### config.mk
export PLATFORM = sky130hd
export DESIGN_NAME = trng_collector
export DESIGN_NICKNAME = d
export VERILOG_FILES = /design/src/rtl/trng_collector.sv
export SDC_FILE = /design/constraint.sdc
export NUM_CORES = 1
export LEC_CHECK = 0
export CORE_AREA = 2 2 79 81
export CTS_CLUSTER_SIZE = 24
export DETAILED_ROUTE_END_ITERATION = 10
export DIE_AREA = 0 0 81 83
export PLACE_DENSITY = 0.88
export SYNTH_ARGS = -nofsm -noshare
export SYNTH_HDL_FRONTEND = slang
export SYNTH_SLANG_ARGS = --single-unit
### constraint.sdc
create_clock -name clk -period 4.3 [get_ports clk]
set_input_delay 0.43 -clock clk [delete_from_list [all_inputs] [get_ports clk]]
set_output_delay 0.43 -clock clk [all_outputs]
set_load 0.01 [all_outputs]
### src/rtl/trng_collector.sv
// trng_collector
//
// Consumer end of the TRNG bit stream. The generator's bclk/random/lock
// signals are synchronized into clk. Each bclk rising edge samples one raw
// bit, but only while lock is high. The raw bits pass a repetition-count
// health test and are optionally von Neumann debiased. The surviving bits
// are packed MSB-first into WORD_W-bit words, which are delivered through a
// FIFO with a valid/ready handshake.
//
// Optional feature:
//   TRNG_VN_DEBIAS_EN defined   - raw bits are paired: 01 -> 0, 10 -> 1,
//                                 and 00/11 are discarded
//   TRNG_VN_DEBIAS_EN undefined - every accepted raw bit is packed directly
//
// Parameters:
//   WORD_W      output word width (2..16)
//   FIFO_DEPTH  FIFO entries, power of two (2..16)
//   REP_LIMIT   consecutive identical raw bits that trip the health test (2..255)
//
// Ports:
//   clk          system clock
//   resetn       synchronous active-low reset
//   bclk         generator bit strobe (async); a rising edge marks a new bit
//   random       generator random bit (async)
//   lock         generator metastable-lock flag (async); high = bits usable
//   out_data     FIFO head word
//   out_valid    FIFO not empty
//   out_ready    consumer accepts out_data
//   level        FIFO occupancy
//   drop_cnt     words lost to a full FIFO, saturating at 255
//   health_fail  sticky repetition-test failure

module trng_collector #(
    parameter int WORD_W     = 8,
    parameter int FIFO_DEPTH = 4,
    parameter int REP_LIMIT  = 16
) (
    input  logic                          clk,
    input  logic                          resetn,
    input  logic                          bclk,
    input  logic                          random,
    input  logic                          lock,
    output logic [WORD_W-1:0]             out_data,
    output logic                          out_valid,
    input  logic                          out_ready,
    output logic [$clog2(FIFO_DEPTH):0]   level,
    output logic [7:0]                    drop_cnt,
    output logic                          health_fail
);

    localparam int AW = $clog2(FIFO_DEPTH);
    localparam int PW = AW + 1;
    localparam int CW = $clog2(WORD_W);

    // ------------------------------------------------------------------
    // Synchronizers and strobe edge detect
    // ------------------------------------------------------------------
    logic bclk_s1, bclk_s2, bclk_s3;
    logic rnd_s1, rnd_s2;
    logic lock_s1, lock_s2;

    always_ff @(posedge clk) begin
        if (!resetn) begin
            bclk_s1 <= 1'b0;
            bclk_s2 <= 1'b0;
            bclk_s3 <= 1'b0;
            rnd_s1  <= 1'b0;
            rnd_s2  <= 1'b0;
            lock_s1 <= 1'b0;
            lock_s2 <= 1'b0;
        end else begin
            bclk_s1 <= bclk;
            bclk_s2 <= bclk_s1;
            bclk_s3 <= bclk_s2;
            rnd_s1  <= random;
            rnd_s2  <= rnd_s1;
            lock_s1 <= lock;
            lock_s2 <= lock_s1;
        end
    end

    logic stb;
    logic raw_bit;
    logic take;

    assign stb     = bclk_s2 & ~bclk_s3;
    assign raw_bit = rnd_s2;
    assign take    = stb & lock_s2 & ~health_fail;

    // ------------------------------------------------------------------
    // Repetition-count health test
    // ------------------------------------------------------------------
    logic [7:0] rep_cnt;
    logic       prev_bit;
    logic [7:0] rep_next;
    logic       rep_trip;
    logic       pass_valid;

    // rep_cnt == 0 marks "no previous bit" after reset or lock loss, so the
    // first bit of a run always starts counting at 1.
    always_comb begin
        rep_next = 8'd1;
        if (rep_cnt != 8'd0 && raw_bit == prev_bit) begin
            rep_next = rep_cnt + 8'd1;
        end
    end

    assign rep_trip   = take & (rep_next == 8'(REP_LIMIT));
    assign pass_valid = take & ~rep_trip;

    // ------------------------------------------------------------------
    // Optional von Neumann debiasing
    // ------------------------------------------------------------------
    logic pack_valid;
    logic pack_bit;

`ifdef TRNG_VN_DEBIAS_EN
    logic pair_have;
    logic pair_first;

    always_ff @(posedge clk) begin
        if (!resetn) begin
            pair_have  <= 1'b0;
            pair_first <= 1'b0;
        end else if (!lock_s2 || health_fail || rep_trip) begin
            pair_have  <= 1'b0;
            pair_first <= 1'b0;
        end else if (pass_valid) begin
            if (!pair_have) begin
                pair_have  <= 1'b1;
                pair_first <= raw_bit;
            end else begin
                pair_have  <= 1'b0;
            end
        end
    end

    // A pair 01 emits 0 and a pair 10 emits 1, so the emitted bit is the
    // first bit of the pair.
    assign pack_valid = pass_valid & pair_have & (pair_first != raw_bit);
    assign pack_bit   = pair_first;
`else
    assign pack_valid = pass_valid;
    assign pack_bit   = raw_bit;
`endif

    // ------------------------------------------------------------------
    // Word packer
    // ------------------------------------------------------------------
    logic [CW-1:0]     bit_cnt;
    logic [WORD_W-1:0] word_sr;
    logic              word_last;
    logic [WORD_W-1:0] push_word;
    logic              push_req;

    assign word_last = (bit_cnt == CW'(WORD_W - 1));
    assign push_word = {word_sr[WORD_W-2:0], pack_bit};
    assign push_req  = pack_valid & word_last;

    always_ff @(posedge clk) begin
        if (!resetn) begin
            rep_cnt     <= '0;
            prev_bit    <= 1'b0;
            bit_cnt     <= '0;
            word_sr     <= '0;
            health_fail <= 1'b0;
        end else if (!lock_s2) begin
            rep_cnt <= '0;
            bit_cnt <= '0;
            word_sr <= '0;
        end else if (health_fail) begin
            bit_cnt <= '0;
            word_sr <= '0;
        end else if (take) begin
            rep_cnt  <= rep_next;
            prev_bit <= raw_bit;
            if (rep_trip) begin
                // The tripping bit is never packed.
                health_fail <= 1'b1;
                bit_cnt     <= '0;
                word_sr     <= '0;
            end else if (pack_valid) begin
                word_sr <= push_word;
                if (word_last) begin
                    bit_cnt <= '0;
                end else begin
                    bit_cnt <= bit_cnt + CW'(1);
                end
            end
        end
    end

    // ------------------------------------------------------------------
    // Output FIFO
    // ------------------------------------------------------------------
    logic [WORD_W-1:0] mem [FIFO_DEPTH];
    logic [PW-1:0]     wr_ptr;
    logic [PW-1:0]     rd_ptr;
    logic              empty;
    logic              full;
    logic              pop;
    logic              push_ok;
    logic              drop;

    assign empty   = (wr_ptr == rd_ptr);
    assign full    = (wr_ptr[AW] != rd_ptr[AW]) &&
                     (wr_ptr[AW-1:0] == rd_ptr[AW-1:0]);
    assign pop     = out_valid & out_ready;
    assign push_ok = push_req & (~full | pop);
    assign drop    = push_req & ~push_ok;

    // The storage array is registered, so the head read below is a register
    // value and stays stable until a pop moves rd_ptr. On a push into a full
    // FIFO with a simultaneous pop, the write lands in the slot being popped,
    // which is only visible after the edge.
    assign out_data  = mem[rd_ptr[AW-1:0]];
    assign out_valid = ~empty;
    assign level     = wr_ptr - rd_ptr;

    always_ff @(posedge clk) begin
        if (!resetn) begin
            for (int unsigned i = 0; i < FIFO_DEPTH; i++) begin
                mem[AW'(i)] <= '0;
            end
            wr_ptr   <= '0;
            rd_ptr   <= '0;
            drop_cnt <= '0;
        end else begin
            if (push_ok) begin
                mem[wr_ptr[AW-1:0]] <= push_word;
                wr_ptr              <= wr_ptr + PW'(1);
            end
            if (pop) begin
                rd_ptr <= rd_ptr + PW'(1);
            end
            if (drop && drop_cnt != 8'hFF) begin
                drop_cnt <= drop_cnt + 8'd1;
            end
        end
    end

endmodule

==> summary.md <==
| Metric | Value |
|---|---|
| Most instantiated library cell after synthesis | dfxtp_1 |
| Largest net degree at the start of global routing | 40 |
| Yosys top cell by area | edfxtp_1 |
| Fill cell count | 447 |
| Rel. slew slack | 0.540 |
| CTS root buffer | clkbuf_8 |
| Number of synthesized register bits | 75 |
| DRT iter0 DRCs | 237 |
| Via count | 2,482 |
| CTS Buffer Depth | 2 |
| Number of buffers added for setup after CTS | 0 |
| Hold path start | lock_s1 |
| Min cycle time layout | 3010 ps |
| CP max stage cell | a31oi_2 |
| Netlist cell types | 48 |
| XOR/XNOR Fraction of Synth Area | 0.0251 |
| Initial antenna violation count | 0 |
| H-tree Lvls | 3 |
| Io pins | 27 |
| Area share of the largest cell type after synthesis | 0.275 |
| Combinational family with the most area after synthesis | simple AND/OR/NAND/NOR gates |
| Synth Flop Type | dfxtp_1 |
| Routed Wire Length | 6900 µm |
| Hold/Removal Path Class | flop to flop |
| Post-synth EDFFs | 32 |
| WP buf/inv | 1 |
| Count of final setup violators | 0 |
| Max Fclk | 332 MHz |
| Final slew viol count | 0 |
| Post-synth ARST share | 0 |
| Final nets | 359 |
| Mean post-synth cell area | 11.1 µm² |
| WS Path Type | flop to flop |
| Starting Density | 0.600 |
| First-pass GRT wire length | 11,400 µm |
| Worst Hold Slack | 438 ps |
| Worst setup startpoint | rep_cnt[0] |
| Synth Instances | 315 |
| Mapped cell area | 3490 µm² |
| Mux share of post-synthesis cell area | 0.0774 |
| # DRC | 0 |
| RSZ-0062 raised after global routing | no |
| Syn. warnings | 0 |
| Area Growth Syn to Fin | 15.1% |
| Clock transition at path regs | 80 ps |
| Row count | 28 |
| CTS tree | done |
| Post-cts hold buffer count | 0 |
| CTS buffer count | 9 |
| Post-synthesis sequential area ratio | 0.522 |
| Pwr/cell area | 350 nW/µm² |
| Crit end category | flop |
| RR Startpoint | rep_cnt[0] |
| Vias in the first global route | 2,358 |
| Final hold viol count | 0 |
| Skew-Pair Late Insertion Delay | 350 ps |
| IO Port Bufs | 26 |
| Synth top cells by count | 43 x dfxtp_1, 32 x edfxtp_1, 28 x and3_1 |
| Dpl cell area | 3800 µm² |
| Drt wl/cell | 16.3 µm |
| CTS sink cnt | 75 |
| Worst EP required | 4360 ps |
| Crit-path cells | ha_1, nand3_1, xor2_1, nor4_2, a31oi_2, nand2_1, o31ai_1, buf_4 |
| RePlAce Congestion | 0.799 |
| Crit-path max FO | 16 |
| Arr. time, crit path | 3070 ps |
| Synth Area in Compound Gates | 0.0817 |
| Outcome | finished, final reports clean |
| Die ar. | 6720 µm² |
| Delay-heaviest family, CP | compound AO/OA/AOI/OAI gates |
| Skew final | 8.63 ps |
| Maximum capacitance violations | 0 |
| Number of routed nets with antenna violations | 0 |
| Pleak | 0.00154 µW |
| Synth Area in Simple Gates | 0.219 |
| # diodes | 0 |
| Tot GR Track Use | 0.226 |
| Share of layout cells above drive strength 1 | 0.118 |
| Setup TNS | 0 ps |
| Fraction of the mapped netlist area in adder cells | 0.0380 |
| Area contributors post-synth | edfxtp_1 28%, dfxtp_1 25%, mux4_2 5.2%, and3_1 5.0%, and2_1 3.6% |
| DR vias/cell | 5.87 |
| Slew @ Worst Pin | 688 ps |
| Post-DP HPWL | 4730 µm |
| Synth Net Count | 331 |
| Die height | 83 µm |
| Period utilization | 0.700 |
| Worst VDD drop | 0.258 mV |
| CP max stage delay | 610 ps |
| Design Area, Final | 4020 µm² |
| Die Width | 81 µm |
| Remaining global-route overflow | 0 |
| Startpoint Class | flop |
| Core area | 5820 µm² |
| PostCTS Resize Cnt | 0 |
| Initial DRT Pass Iterations | 4 |
registers in the layout, indices dropped and copies added (netlist names), named ones only:
name / flops
bclk_s1: 1
bclk_s2: 1
bclk_s3: 1
bit_cnt: 3
drop_cnt: 8
health_fail: 1
lock_s1: 1
lock_s2: 1
mem: 32
pack_bit: 1
prev_bit: 1
rd_ptr: 3
rep_cnt: 8
rnd_s1: 1
word_sr: 7
wr_ptr: 3
metal layers:
layer  GRT usage  share of wire  wire, µm
met4       0.109          0.021       144
met5           0              0         0
met3      0.0467          0.032       218
met1       0.261           0.41      2800
met2       0.391           0.54      3740
logic make-up after synthesis:
| logic type | after synthesis |
|---|---|
| buf+inv | 25 |
| simple gates | 138 |
| xor+xnor | 10 |
| compound gates | 40 |
| fa+ha+maj | 10 |
| mux | 17 |
| flops | 75 |
cell usage in the layout, fill, tap and decap left out, drive strengths merged, types with 3 or more instances in the layout:
cell type | synthesis | layout
nor2 | 26 | 26
nor4 | 4 | 4
clkbuf | 7 | 10
buf | 8 | 6
a22oi | 9 | 9
o21ai | 8 | 8
a21oi | 7 | 7
inv | 10 | 11
mux4 | 8 | 8
and3 | 29 | 29
dfxtp | 43 | 43
xor2 | 3 | 3
nand2b | 8 | 8
o31ai | 4 | 4
a31oi | 3 | 3
and2 | 20 | 20
nand4 | 5 | 5
mux2i | 9 | 9
xnor2 | 7 | 7
clkdlybuf4s50 | 0 | 26
ha | 9 | 9
nand2 | 26 | 26
nand3 | 8 | 8
edfxtp | 32 | 32
worst paths after layout:
check / endpoint / slack, ps / cells after the start
min reg2reg: lock_s2 / 440 / 1
min: lock_s2 / 440 / 1
max reg2reg: mem[3][2] / 1290 / 8
max: mem[3][2] / 1290 / 8
area by class of cell:
type	instances	area, µm²	area share
timing repair buffer	32	305	0.0760
tap	75	93.8	0.0234
inverter	10	37.5	0.00935
multi-input combinational	215	1540	0.384
sequential	75	1820	0.454
clock buffer	10	128	0.0318
clock inverter	6	88.8	0.0221
power breakdown:
part           switching [µW]  internal [µW]
clock                     267            328
sequential               7.83            758
combinational            21.1           22.8
through the flow:
stage,util,total power [µW],setup WS (ps),instances
5_1_grt,0.691,1450,1110,423
4_1_cts,0.691,1410,1330,423
2_1_floorplan,-,802,1630,315
3_3_place_gp,0.653,824,1460,407
3_5_place_dp,0.653,826,1360,407
6_report,0.691,1400,1290,423
Note: power is estimated with default switching activity, not from simulation.
